## config.mk

```make
export PLATFORM = sky130hd
export DESIGN_NAME = free_addr_return
export DESIGN_NICKNAME = d
export VERILOG_FILES = /design/src/rtl/free_addr_return.sv
export SDC_FILE = /design/constraint.sdc
export NUM_CORES = 1
export LEC_CHECK = 0
export BUFFER_PORTS_ARGS = -buffer_cell sky130_fd_sc_hd__buf_2
export CAP_MARGIN = 20
export CORE_ASPECT_RATIO = 0.7
export CORE_MARGIN = 2
export CORE_UTILIZATION = 45
export CTS_BUF_LIST = sky130_fd_sc_hd__clkbuf_8
export DETAILED_ROUTE_END_ITERATION = 7
export PLACE_DENSITY = 0.66
export SYNTH_ARGS = -nofsm -noshare
export SYNTH_HDL_FRONTEND = slang
export SYNTH_SLANG_ARGS = --single-unit
```

## constraint.sdc

```tcl
create_clock -name clk -period 8.5 [get_ports clk]
set_input_delay 0.425 -clock clk [delete_from_list [all_inputs] [get_ports clk]]
set_output_delay 0.425 -clock clk [all_outputs]
set_load 0.02 [all_outputs]
```

## src/rtl/free_addr_return.sv

```systemverilog
// ---------------------------------------------------------------------------
// free_addr_return
//
// Write-side companion of the switch's free-address FIFO. Collects buffer
// addresses released by PORT_NUM output ports into one holding register per
// port. It picks one holding register per cycle by round-robin and writes
// that address back into the free-list FIFO. When the FIFO is full, it
// applies back-pressure to the ports.
//
// Ports
//   clk           system clock, rising edge
//   rst           synchronous reset, active-high
//   rel_valid     [PORT_NUM]        port i presents a released address
//   rel_addr      [PORT_NUM*ADDR_W] port i address at [i*ADDR_W +: ADDR_W]
//   rel_ready     [PORT_NUM]        port i may hand over an address
//   fifo_full     free-list FIFO full
//   fifo_wr_err   FIFO reports write while full
//   fifo_wr_en    write strobe to the FIFO
//   fifo_wr_data  [ADDR_W] address written to the FIFO (0 when idle)
//   ret_cnt       [CNT_W]  total addresses written, wrapping
//   ovf_err       sticky: fifo_wr_err seen since reset
//
// Optional feature, macro FREE_DUP_CHK_EN (default: undefined)
//   alloc_valid / alloc_addr mirror FIFO reads and clear the matching bit in
//   a free-address bitmap. A released address is dropped if any of the
//   following holds:
//     - the address is already marked free;
//     - a lower-index port hands over the same address in the same cycle.
//   A dropped address is not loaded, and dup_err pulses one cycle later.
// ---------------------------------------------------------------------------
module free_addr_return #(
  parameter int ADDR_W   = 6,
  parameter int PORT_NUM = 4,
  parameter int CNT_W    = 16
) (
  input  logic                       clk,
  input  logic                       rst,
  input  logic [PORT_NUM-1:0]        rel_valid,
  input  logic [PORT_NUM*ADDR_W-1:0] rel_addr,
  output logic [PORT_NUM-1:0]        rel_ready,
  input  logic                       fifo_full,
  input  logic                       fifo_wr_err,
  output logic                       fifo_wr_en,
  output logic [ADDR_W-1:0]          fifo_wr_data,
  output logic [CNT_W-1:0]           ret_cnt,
  output logic                       ovf_err
`ifdef FREE_DUP_CHK_EN
  ,
  input  logic                       alloc_valid,
  input  logic [ADDR_W-1:0]          alloc_addr,
  output logic                       dup_err
`endif
);

  localparam int PTR_W = (PORT_NUM > 1) ? $clog2(PORT_NUM) : 1;
  localparam int DEPTH = 1 << ADDR_W;

  logic [PORT_NUM-1:0] hold_vld_q, hold_vld_d;
  logic [ADDR_W-1:0]   hold_addr_q [PORT_NUM];
  logic [ADDR_W-1:0]   hold_addr_d [PORT_NUM];
  logic [PTR_W-1:0]    ptr_q, ptr_d;
  logic [CNT_W-1:0]    ret_cnt_q, ret_cnt_d;
  logic                ovf_q, ovf_d;

  logic [PORT_NUM-1:0] grant;
  logic [PTR_W-1:0]    grant_idx;
  logic                found;
  logic [PTR_W:0]      sum;
  logic [PTR_W-1:0]    idx;
  logic [PORT_NUM-1:0] accept;
  logic [PORT_NUM-1:0] drop;
  logic [PORT_NUM-1:0] load;

  // Round-robin search over the holding registers, starting at the pointer.
  always_comb begin
    grant     = '0;
    grant_idx = '0;
    found     = 1'b0;
    sum       = '0;
    idx       = '0;
    for (int k = 0; k < PORT_NUM; k++) begin
      sum = {1'b0, ptr_q} + (PTR_W+1)'(k);
      if (sum >= (PTR_W+1)'(PORT_NUM)) begin
        sum = sum - (PTR_W+1)'(PORT_NUM);
      end
      idx = sum[PTR_W-1:0];
      if (!found && hold_vld_q[idx]) begin
        found      = 1'b1;
        grant[idx] = 1'b1;
        grant_idx  = idx;
      end
    end
  end

  assign fifo_wr_en   = (|hold_vld_q) & ~fifo_full;
  assign fifo_wr_data = fifo_wr_en ? hold_addr_q[grant_idx] : '0;

  // A register being drained this cycle can be refilled on the same edge.
  assign rel_ready = ~hold_vld_q | ({PORT_NUM{fifo_wr_en}} & grant);
  assign accept    = rel_valid & rel_ready;
  assign load      = accept & ~drop;

  always_comb begin
    hold_vld_d = hold_vld_q;
    if (fifo_wr_en) begin
      hold_vld_d = hold_vld_d & ~grant;
    end
    hold_vld_d = hold_vld_d | load;
    for (int i = 0; i < PORT_NUM; i++) begin
      hold_addr_d[i] = load[i] ? rel_addr[i*ADDR_W +: ADDR_W] : hold_addr_q[i];
    end
    ptr_d     = ptr_q;
    ret_cnt_d = ret_cnt_q;
    if (fifo_wr_en) begin
      ptr_d     = (grant_idx == PTR_W'(PORT_NUM-1)) ? '0 : grant_idx + 1'b1;
      ret_cnt_d = ret_cnt_q + 1'b1;
    end
    ovf_d = ovf_q | fifo_wr_err;
  end

  always_ff @(posedge clk) begin
    if (rst) begin
      hold_vld_q <= '0;
      for (int i = 0; i < PORT_NUM; i++) begin
        hold_addr_q[i] <= '0;
      end
      ptr_q     <= '0;
      ret_cnt_q <= '0;
      ovf_q     <= 1'b0;
    end else begin
      hold_vld_q <= hold_vld_d;
      for (int i = 0; i < PORT_NUM; i++) begin
        hold_addr_q[i] <= hold_addr_d[i];
      end
      ptr_q     <= ptr_d;
      ret_cnt_q <= ret_cnt_d;
      ovf_q     <= ovf_d;
    end
  end

  assign ret_cnt = ret_cnt_q;
  assign ovf_err = ovf_q;

`ifdef FREE_DUP_CHK_EN
  logic [DEPTH-1:0]  free_map_q, free_map_d;
  logic              dup_q, dup_d;
  logic [ADDR_W-1:0] a_i;
  logic              dup_hit;

  // Drop decisions use the bitmap as it stood at the start of the cycle.
  // Among ports carrying the same address, the lowest index wins.
  // Sets are applied after the allocator clear, so a same-cycle set wins.
  always_comb begin
    drop       = '0;
    a_i        = '0;
    dup_hit    = 1'b0;
    free_map_d = free_map_q;
    if (alloc_valid) begin
      free_map_d[alloc_addr] = 1'b0;
    end
    for (int i = 0; i < PORT_NUM; i++) begin
      a_i     = rel_addr[i*ADDR_W +: ADDR_W];
      dup_hit = free_map_q[a_i];
      for (int j = 0; j < PORT_NUM; j++) begin
        if (j < i && accept[j] && rel_addr[j*ADDR_W +: ADDR_W] == a_i) begin
          dup_hit = 1'b1;
        end
      end
      drop[i] = accept[i] & dup_hit;
      if (accept[i] && !dup_hit) begin
        free_map_d[a_i] = 1'b1;
      end
    end
    dup_d = |drop;
  end

  always_ff @(posedge clk) begin
    if (rst) begin
      free_map_q <= '1;
      dup_q      <= 1'b0;
    end else begin
      free_map_q <= free_map_d;
      dup_q      <= dup_d;
    end
  end

  assign dup_err = dup_q;
`else
  assign drop = '0;
`endif

endmodule

```

# Word-level counts from Yosys, hierarchy flattened
# Memories as Yosys holds them, arrays and structs flattened.
# Cells that the tools add are included.
[totals]
memories = 1
elab_cells = 108
mem_bits_rw = 24
in_bits = 32
out_inout_bits = 28
reg_bits = 23
[mem_list]
columns = ["name", "depth", "word_bits", "rd", "rd_clocked_by_memory_dff", "wr", "line", "text"]
rows = [
  ["hold_addr_q", 4, 6, 1, 0, 4, "59", "logic [ADDR_W-1:0] hold_addr_q [PORT_NUM];"],
]
[op_classes]
addsub = 9
n_lt_le_gt_ge = 12
n_eq_ne = 5
bitwise_logic = 17
n_reduce_logical = 15
n_mux = 45
[ops]
columns = ["op", "count"]
rows = [
  ["6-bit 2-to-1 mux", 9],
  ["4-bit 2-to-1 mux", 5],
  ["4-bit OR", 5],
  ["2-bit 2-to-1 mux", 9],
  ["16-bit by 1-bit adder with 16-bit output, second input constant", 1],
  ["1-bit 2-to-1 mux", 14],
  ["4-bit AND", 3],
  ["2-bit by 3-bit less-than comparator with 1-bit output, second input constant", 4],
  ["3-bit >= comparator, second input constant", 3],
  ["1-bit binary-select mux with 2-bit select", 4],
  ["1-bit demux with 2-bit select", 4],
  ["2-bit by 1-bit >= comparator with 1-bit output, second input constant", 4],
  ["4-bit NOT", 2],
  ["2-bit AND reduction", 4],
  ["2-bit by 1-bit subtractor with 2-bit output, second input constant", 4],
  ["1-bit logical AND", 7],
  ["2-bit by 2-bit adder with 3-bit output, second input constant", 2],
  ["1-bit OR", 5],
  ["1-bit != test, second input constant", 4],
  ["4-bit OR reduction", 1],
  ["2-bit by 1-bit adder with 3-bit output, second input constant", 1],
  ["2-bit by 3-bit >= comparator with 1-bit output, second input constant", 1],
  ["1-bit logical NOT", 3],
  ["2-bit by 1-bit adder with 2-bit output, second input constant", 1],
  ["3 further kinds", 3],
]

# Depth between registers and ports, before layout
# Gate-level depths: netlist of the first run.
[logic_depth]
ltp_word = 20
mapped_depth = 10

# Worst setup path before layout of the first run
# No wires, ideal clock.
[synth_timing]
kind = "register to register"
start = "reg ptr_q[0]"
end = "mem hold_addr_q[0][0], enable pin"
stages_incl_launch_ff = 10
slack_ns = 5.434
t_required_ns = 8.184
setup_ns = 0.316
period_less_slack_ns = 3.066
arrival_ns = 2.750
cell_sequence = "dfxtp_1 buf_6 inv_1 ha_1 mux4_2 nand3b_1 a21oi_1 a31oi_1 o21ai_0 a21o_1"
[synth_lines]
columns = ["element", "line", "text"]
rows = [
  ["start, declared", "61", "logic [PTR_W-1:0] ptr_q, ptr_d;"],
  ["start signal, assigned", "135", "ptr_q <= ptr_d;"],
  ["end, declared", "59", ""],
]

# Worst setup path in the final report of the first run
[layout_timing]
start = "reg ptr_q[0]"
end = "out fifo_wr_data[3]"
[layout_via]
elab_chain_len = 16
word_cells_on_any_way = 38
cone_classes = "7 x add/sub; 4 x order compare; 20 x mux; 6 x reduce/logical; 1 x memory"
[layout_rtl]
columns = ["element", "line", "text"]
rows = [
  ["parallel branches: the longest is 13 deep, another holds 2-bit by 1-bit adder with 3-bit output", "--", ""],
  ["2-bit 2-to-1 mux (*)", "87", "if (!found && hold_vld_q[idx]) begin"],
  ["memory read 4 x 6 bit (*)", "--", ""],
  ["6-bit 2-to-1 mux (*)", "96", "assign fifo_wr_data = fifo_wr_en ? hold_addr_q[grant_idx] : '0;"],
  ["end, declared", "44", "output logic [ADDR_W-1:0] fifo_wr_data,"],
]
# Every way passes the cells marked *. The select of a mux whose other input is x is not followed.

==> results of run 1 <==
[worst min path at each step]
| stage | slack, ns | to | cells after the start |
|---|---|---|---|
| CTS | 0.32 | ovf_err | 3 |
| detailed placement | 0.46 | ovf_err | 2 |
| global route | 0.37 | ovf_err | 3 |
| global placement | 0.44 | ovf_err | 2 |
| finish | 0.33 | ovf_err | 3 |
| floorplan | 0.54 | ovf_err | 2 |
[state kept, by name, indices dropped and copies added (netlist names)]
name,count
hold_vld_q,4
hold_addr_q,24
ret_cnt,16
ovf_err,1
ptr_q,2
[logic make-up after synthesis]
group	after synthesis	share of synthesized area, %
XOR/XNOR	13	4.41
buffers and inverters	21	4.70
adder cells (fa/ha/maj)	7	3.39
flip-flops	47	45.8
AO/OA/AOI/OAI	43	12.2
AND/OR/NAND/NOR	86	19.5
multiplexers	21	10.1
[layout make-up]
type                       instances  area share (%)
clock buffer                       5            2.32
clock inverter                     3           0.675
inverter                           8            1.01
multi-input combinational        170            43.1
sequential                        47            39.8
tap                               75            3.16
timing repair buffer              59            9.95
[power breakdown]
group          switching [mW]  total, mW  internal (mW)
clock                  0.0761      0.134         0.0579
sequential             0.0187      0.275          0.256
combinational           0.105      0.187         0.0818
total                   0.200      0.596          0.396
[layout by cell type (no fill, tap or decap), types with 2 or more instances in the layout]
cell      Yosys  layout
and4b_1      12      12
and3_1        4       4
o21ai_1       2       2
a22o_1        3       3
or3_1         2       2
xnor2_1       4       4
edfxtp_1     24      24
xor2_1        9       9
nor2_1       21      21
a21oi_1      11      11
nor3_1        4       4
a222oi_1      2       2
nand4_1       3       3
o21ai_2       2       2
nand3b_1      2       2
nand3_1       3       3
nor2b_1       5       5
nand2_1      12      12
and2_1       13      13
inv_1         8       9
ha_1          7       7
clkbuf_8      0       5
mux4_2        4       4
buf_2         3      59
o21ai_0       4       4
nor4_1        2       2
o22ai_1       6       6
mux2i_1      17      17
a21o_1        5       5
dfxtp_1      23      23
[metrics by stage]
stage	hold WS [ns]	power [mW]
after floorplan	0.541	0.432
after global placement	0.440	0.466
after detailed placement	0.462	0.467
after CTS	0.324	0.602
after global routing	0.367	0.631
final	0.333	0.596
[per-layer routing]
metal,wire [um],vias up,part of all wire (%),GRT usage [%]
li1,-,983,-,-
met1,2660,915,50,26.2
met2,2370,50,45,24.9
met3,242,2,4.6,4.69
met4,27,0,0.51,4.35
met5,0,-,0,0
[critical path: cells and delay by family, from the launching register on]
| kind | cells | cell delay (ns) |
|---|---|---|
| buf+inv | 2 | 0.38 |
| fa+ha+maj | 1 | 0.43 |
| mux | 1 | 0.44 |
| compound gates | 2 | 0.52 |
| flops | 1 | 0.76 |
| simple gates | 1 | 0.45 |
==> impl_metrics.csv, run 1 <==
group,metric,value,unit
place,placed_area,0.00288,mm^2
yosys,async_flop_share,0,%
floorplan,boundaryPins,60,
routing,ant_nets,0,
yosys,yosysUniqueCellTypes,44,
routing,drcViolationCount,0,
floorplan,initial_core_util,45.8,%
worst_setup_path,worst-endpoint-arrival,3.28,ns
routing,via_per_inst,5.31,
global_routing,grt_pass1_vias,1733,
clock_network,clkSlewWorstSetupHoldPaths,0.09,ns
run,drv_cap,0,
global_routing,grt_max_degree,42,
final_layout,multi_input_area,0.00128,mm^2
worst_setup_path,rrSetupSlack,5.21,ns
yosys,yosysMostFrequentCell,"edfxtp_1",
clock_network,clock-root-buffer,"clkbuf_8",
routing,drtIter0Drc,107,
floorplan,die_x,94.5,um
timing,slew_violations,0,
yosys,yosys-top-cells-count,"edfxtp_1 (24), dfxtp_1 (23), nor2_1 (21)",
worst_setup_path,worstRegToRegCells,7,
yosys,synth_top_flop_cell,"edfxtp_1",
floorplan,coreArea,0.00564,mm^2
yosys,avgSynthCellArea,10.8,um^2
routing,wire_per_inst,14.4,um
worst_setup_path,endpoint_kind,"output port",
final_layout,fin_nets,330,
timing,tightest_slew,0.750,ns
final_layout,final_util,52.6,%
place,hpwl,3940,um
worst_setup_path,worstSetupStartpointType,"register",
routing,finalWirelength,5300,um
clock_network,cts_tree,"built",
final_layout,final_cell_area,0.00297,mm^2
global_routing,grt_pass1_wl,8510,um
timing,maxClockFrequency,270,MHz
timing,fin_setup_tns,0,ns
worst_setup_path,rr_endpoint,"hold_addr_q[1][1]",
clock_network,clk_path_buf_depth,2,
status,outcome,"completed",
min_path,min_from,"fifo_wr_err",
routing,dr.pass1.iters,4,
worst_setup_path,cp.required,8.08,ns
routing,vias,1950,
worst_setup_path,cp_cell_sequence,"inv_1 -> ha_1 -> mux4_2 -> nor4_1 -> o21ai_1 -> o22ai_1 -> buf_2",
place,place_congestion,0.872,
clock_network,tritoncts.num_buffers,5,
timing,max_slew_margin,49.9,%
pwr,p_leak,1.26,nW
timing,setup_viol,0,
worst_setup_path,timing.rr.start,"ptr_q[0]",
yosys,ys_warn_count,0,
yosys,synth_cells,238,
final_layout,syn_to_final_growth,15.0,%
timing,fin_skew,0.00480,ns
worst_setup_path,critPathCapture,"fifo_wr_data[3]",
floorplan,num_rows,23,
floorplan,fp.dieArea,0.00637,mm^2
timing,finalCriticalPeriod,3.71,ns
yosys,seq_area_frac_synth,45.8,%
floorplan,die_h,67.4,um
timing,timing.final.crit_share,43.6,%
yosys,synth_top_area_cell,"edfxtp_1",
clock_network,postCtsSetupBuffers,0,
final_layout,antenna_cells,0,
yosys,synth.cell_area,0.00258,mm^2
place,pre_cts_ws,5.09,ns
min_path,hold_class,"input port to register",
clock_network,cts_resized,0,
final_layout,nFillCells,538,
worst_setup_path,max_stage_delay,0.76,ns
place,dp_cells,359,
pwr,power_density,201,mW/mm^2
pwr,vdd_drop_max,0.0881,mV
clock_network,h-tree-depth,2,
worst_setup_path,crit_fanout,16,
yosys,yosysTopAreaCellShare,27.9,%
worst_setup_path,crit_type,"register to output port",
global_routing,antenna_found_initial,0,
timing,setup_ws,4.79,ns
place,io_buffers,59,
clock_network,cts_sinks,47,
yosys,netlist_top_cells_area,"edfxtp_1 (28%), dfxtp_1 (18%), mux2i_1 (6.6%)",
final_layout,fin_cells,367,
final_layout,layout-drive-gt1-share,26.4,%
worst_setup_path,crit_path_top_delay_cell,"dfxtp_1",
clock_network,clk_latency,0.30,ns
worst_setup_path,crit_start,"ptr_q[0]",
global_routing,grt_overflow,0,
yosys,synth-seq-cells,47,
yosys,synth_edf_count,24,
final_layout,regArea,0.00118,mm^2
global_routing,grt_usage,17.5,%
timing,rsz0062_at_grt,"no",
timing,finalHoldViolCount,0,
clock_network,hold_buffers,0,
yosys,synth_fp_nets,277,
(Power assumes the default switching activity.)
==> inputs of run 2 (changes only) <==
Clock period 8.5 ns to 3.5 ns, I/O delays scaled along.
==> run 2 against run 1 <==
Die area is the same. Total power grew to 2.7 times the previous value. Wire length grew 7.9%. Flip-flop and latch count is the same. Non-clock buffer count grew 2. Global-route usage grew 1.6 points. Clock-buffer cell count is the same. First-iteration DRC count shrank 10%. Critical endpoint is now fifo_wr_data[0]. Highest routed layer unchanged.
==> impl_metrics.csv, run 2 (synthesis gave the netlist of run 1 again) <==
group,metric,value,unit
timing,setup_ws,0.384,ns
place,place_congestion,0.780,
routing,vias,2038,
final_layout,fin_nets,332,
routing,via_per_inst,5.52,
timing,hold_ws,0.0720,ns
final_layout,layout_commonest_cell,"buf_2",
timing,fin_skew,0.0131,ns
worst_setup_path,crit_fanout,15,
final_layout,fin_cells,369,
floorplan,num_rows,23,
global_routing,grt_max_degree,42,
global_routing,grt_usage,19.0,%
pwr,power.total,1.64,mW
worst_setup_path,crit_start,"ptr_q[0]",
floorplan,coreArea,0.00564,mm^2
clock_network,cts_tree,"built",
worst_setup_path,worst-endpoint-arrival,2.94,ns
timing,maxClockFrequency,321,MHz
clock_network,clkSlewWorstSetupHoldPaths,0.09,ns
worst_setup_path,critPathCapture,"fifo_wr_data[0]",
worst_setup_path,crit_type,"register to output port",
timing,setup_viol,0,
global_routing,grt_pass1_wl,9090,um
place,hpwl,4150,um
routing,finalWirelength,5720,um
routing,wire_per_inst,15.5,um
status,outcome,"completed",
worst_setup_path,rrSetupSlack,0.76,ns
pwr,power_density,539,mW/mm^2
worst_setup_path,cp.required,3.32,ns
clock_network,tritoncts.num_buffers,5,
place,pre_cts_ws,0.743,ns
floorplan,fp.dieArea,0.00637,mm^2
timing,tightest_slew,0.749,ns
place,dp_cells,361,
floorplan,boundaryPins,60,
clock_network,clk_path_buf_depth,2,
clock_network,cts_sinks,47,
final_layout,regMostFlops,"hold_addr_q",
final_layout,syn_to_final_growth,17.5,%
timing,max_slew_margin,50.1,%
timing,finalCriticalPeriod,3.12,ns
final_layout,antenna_cells,0,
clock_network,postCtsSetupBuffers,0,
routing,ant_nets,0,
final_layout,largest_register_ffs,24,
final_layout,layout-drive-gt1-share,27.2,%
clock_network,h-tree-depth,2,
global_routing,grt_pass1_vias,1761,
timing,rsz0062_at_grt,"no",
routing,drcViolationCount,0,
timing,slew_violations,0,
clock_network,cts_resized,0,
timing,fin_setup_tns,0,ns
worst_setup_path,rr_endpoint,"hold_addr_q[0][1]",
floorplan,initial_core_util,45.8,%
worst_setup_path,worstSetupStartpointType,"register",
run,drv_cap,0,
floorplan,die_h,67.4,um
worst_setup_path,worstRegToRegCells,8,
pwr,vdd_drop_max,0.218,mV
worst_setup_path,timing.rr.start,"ptr_q[1]",
floorplan,die_x,94.5,um
timing,finalHoldViolCount,0,
final_layout,nFillCells,515,
routing,drtIter0Drc,96,
global_routing,antenna_found_initial,0,
clock_network,clk_latency,0.32,ns
min_path,hold_class,"input port to register",
worst_setup_path,endpoint_kind,"output port",
place,io_buffers,59,
clock_network,clock-root-buffer,"clkbuf_8",
final_layout,final_cell_mix,"buf_2 (59), edfxtp_1 (24), dfxtp_1 (23), nor2_1 (21), mux2i_1 (17)",
pwr,p_leak,1.30,nW
routing,dr.pass1.iters,4,
timing,timing.final.crit_share,89.0,%
clock_network,hold_buffers,0,
global_routing,grt_overflow,0,
## run 2: where the power goes
group,internal (mW),switching [mW],leakage (nW)
Combinational,0.205,0.289,0.781
Clock,0.290,0.204,0.0703
Sequential,0.622,0.0266,0.447
Total,1.12,0.519,1.30
## run 2: worst min path at each step
stage	from	depth (start not counted)	slack, ns	end
finish	fifo_wr_err	3	0.07	ovf_err
global placement	fifo_wr_err	3	0.38	ovf_err
global route	fifo_wr_err	3	0.09	ovf_err
floorplan	fifo_wr_err	2	0.30	ovf_err
detailed placement	fifo_wr_err	3	0.40	ovf_err
CTS	fifo_wr_err	3	0.06	ovf_err
## run 2: area by class of cell
type | instances | area (um^2) | share of cell area [%]
multi-input combinational | 170 | 1280 | 42.1
sequential | 47 | 1180 | 38.9
timing repair buffer | 61 | 310 | 10.2
tap | 75 | 93.8 | 3.09
clock inverter | 3 | 71.3 | 2.35
clock buffer | 5 | 68.8 | 2.27
inverter | 8 | 30.0 | 0.990
## run 2: critical path, stage by stage, from the launching register on
cell	delay, ns
dfxtp_1	0.33
buf_4	0.23
mux4_2	0.62
nor2b_4	0.22
o221ai_2	0.14
o21ai_4	0.49
mux2i_1	0.16
o22ai_1	0.23
buf_2	0.21
## run 2: routing by layer
metal  vias up  global-route usage, %  part of all wire [%]
met5         -                      0                     0
met4         0                   5.43                   1.2
met3         7                   4.80                   5.9
met2        63                   27.1                    44
met1       981                   28.6                    49
li1        987                      -                     -
## run 2: through the flow
step           instance area [um^2]  utilization, %
2_1_floorplan                  2580               -
3_3_place_gp                   2890            51.3
3_5_place_dp                   2890            51.3
4_1_cts                        3030            53.8
5_1_grt                        3030            53.8
6_report                       3030            53.8
==> inputs of run 3 (changes only) <==
Settings changed: CORE_UTILIZATION 45 to 43, PLACE_DENSITY 0.66 to 0.63.
==> run 3 against run 2 <==
Sequential power up 0.6%. Non-clock buffer count up 1. Sequential share of layout area up 0.59 points. Global-route usage down 1.8 points. Die area up 4.4%. Fmax up 5.3%. Cell count up 0.27%. First-iteration DRC count up 78%. Via count down 4.0%. Critical path type unchanged. Largest power group unchanged.
==> impl_metrics.csv, run 3 (synthesis gave the netlist of run 1 again) <==
group,metric,value,unit
global_routing,grt_pass1_vias,1795,
routing,ant_nets,0,
clock_network,cts_sinks,47,
routing,finalWirelength,5640,um
final_layout,regMostFlops,"hold_addr_q",
floorplan,num_rows,23,
routing,drcViolationCount,0,
place,placed_area,0.00290,mm^2
timing,slew_violations,0,
global_routing,grtUsageMet2,24.0,%
global_routing,grt_overflow,0,
final_layout,layout_commonest_cell,"buf_2",
floorplan,die_x,96.6,um
global_routing,grtUsageMet3,6.35,%
global_routing,grt_max_degree,42,
floorplan,boundaryPins,60,
floorplan,initial_core_util,44.8,%
final_layout,largest_register_ffs,24,
final_layout,final_cell_mix,"buf_2 (59), edfxtp_1 (24), dfxtp_1 (23), nor2_1 (21), mux2i_1 (17)",
clock_network,tritoncts.num_buffers,5,
place,place_congestion,0.891,
routing,vias,1957,
place,hpwl,4090,um
pwr,vdd_drop_max,0.247,mV
status,outcome,"completed",
clock_network,clkSlewWorstSetupHoldPaths,0.09,ns
clock_network,h-tree-depth,2,
timing,fin_setup_tns,0,ns
clock_network,clk_latency,0.31,ns
clock_network,cts_tree,"built",
floorplan,fp.dieArea,0.00665,mm^2
timing,maxClockFrequency,338,MHz
timing,tightest_slew,0.721,ns
run,drv_cap,0,
pwr,p_leak,1.28,nW
worst_setup_path,worstSetupStartpointType,"register",
final_layout,antenna_cells,0,
timing,max_slew_margin,51.9,%
routing,wire_per_inst,15.2,um
floorplan,coreArea,0.00576,mm^2
clock_network,clk_path_buf_depth,2,
worst_setup_path,crit_type,"register to output port",
timing,setup_viol,0,
floorplan,die_h,68.8,um
place,io_buffers,59,
clock_network,cts_resized,0,
clock_network,clock-root-buffer,"clkbuf_8",
global_routing,met1_usage,25.0,%
final_layout,syn_to_final_growth,15.8,%
routing,via_per_inst,5.29,
routing,dr.pass1.iters,4,
routing,drtIter0Drc,171,
global_routing,antenna_found_initial,0,
timing,finalHoldViolCount,0,
worst_setup_path,rrSetupSlack,0.79,ns
global_routing,grt_usage,17.2,%
worst_setup_path,cp.required,3.32,ns
clock_network,hold_buffers,0,
global_routing,grt-busiest-layer,"met1",
worst_setup_path,crit_fanout,8,
timing,timing.final.crit_share,84.5,%
clock_network,postCtsSetupBuffers,0,
final_layout,fin_nets,333,
global_routing,grt_pass1_wl,8870,um
timing,rsz0062_at_grt,"no",
timing,finalCriticalPeriod,2.96,ns
timing,fin_skew,0.00545,ns
final_layout,layout-drive-gt1-share,27.1,%
final_layout,final_cell_area,0.00299,mm^2
pwr,power_density,498,mW/mm^2
min_path,hold_class,"input port to register",
worst_setup_path,worst-endpoint-arrival,2.78,ns
worst_setup_path,endpoint_kind,"output port",
## run 3: changes by cell type in the layout (fill, tap and decap cells not counted), sizes merged
cell    before  now
bufinv       2    0
buf         61   62
inv          9   11
## run 3: metal layers
| metal | up-vias | wire length [um] |
|---|---|---|
| met5 | - | 0 |
| met4 | 0 | 58 |
| met3 | 7 | 436 |
| met2 | 71 | 2370 |
| met1 | 894 | 2780 |
| li1 | 985 | - |
## run 3: per-stage QoR
step	setup slack, ns	total power, mW	cells	hold WS (ns)	utilization (%)
after floorplan	0.434	1.05	238	0.296	-
after global placement	0.802	1.15	362	0.382	50.4
after detailed placement	0.833	1.16	362	0.393	50.4
after CTS	0.553	1.49	370	0.0628	51.9
after global routing	0.351	1.57	370	0.0686	51.9
final	0.541	1.49	370	0.0700	51.9
## run 3: cell type report
cell class / count / area [um^2]
fillers: 575 / 2770
multi-input cells: 170 / 1280
flip-flops and latches: 47 / 1180
repair buffers: 62 / 318
well taps: 75 / 93.8
clock buffers: 5 / 68.8
inverters: 8 / 30.0
clock inverters: 3 / 18.8
## run 3: report_power, final
group | internal [mW] | leakage (nW) | switching, mW
sequential | 0.623 | 0.447 | 0.0298
clock | 0.141 | 0.0503 | 0.197
combinational | 0.210 | 0.786 | 0.287
## run 3: final timing paths
path	start	to	cells after the start
setup / recovery	ptr_q[0]	fifo_wr_data[3]	10
hold / removal	fifo_wr_err	ovf_err	3
setup reg to reg	ptr_q[0]	hold_addr_q[0][3]	8
hold reg to reg	ovf_err	ovf_err	2
## run 3: critical path, cell delays in order, from the launching register on
cell and delay [ns]:
dfxtp_1 0.38, inv_1 0.09, ha_1 0.37, mux4_2 0.24, nor2b_4 0.20, o221ai_2 0.13
o21ai_4 0.31, buf_4 0.25, mux2i_1 0.21, o22ai_1 0.10, buf_2 0.18
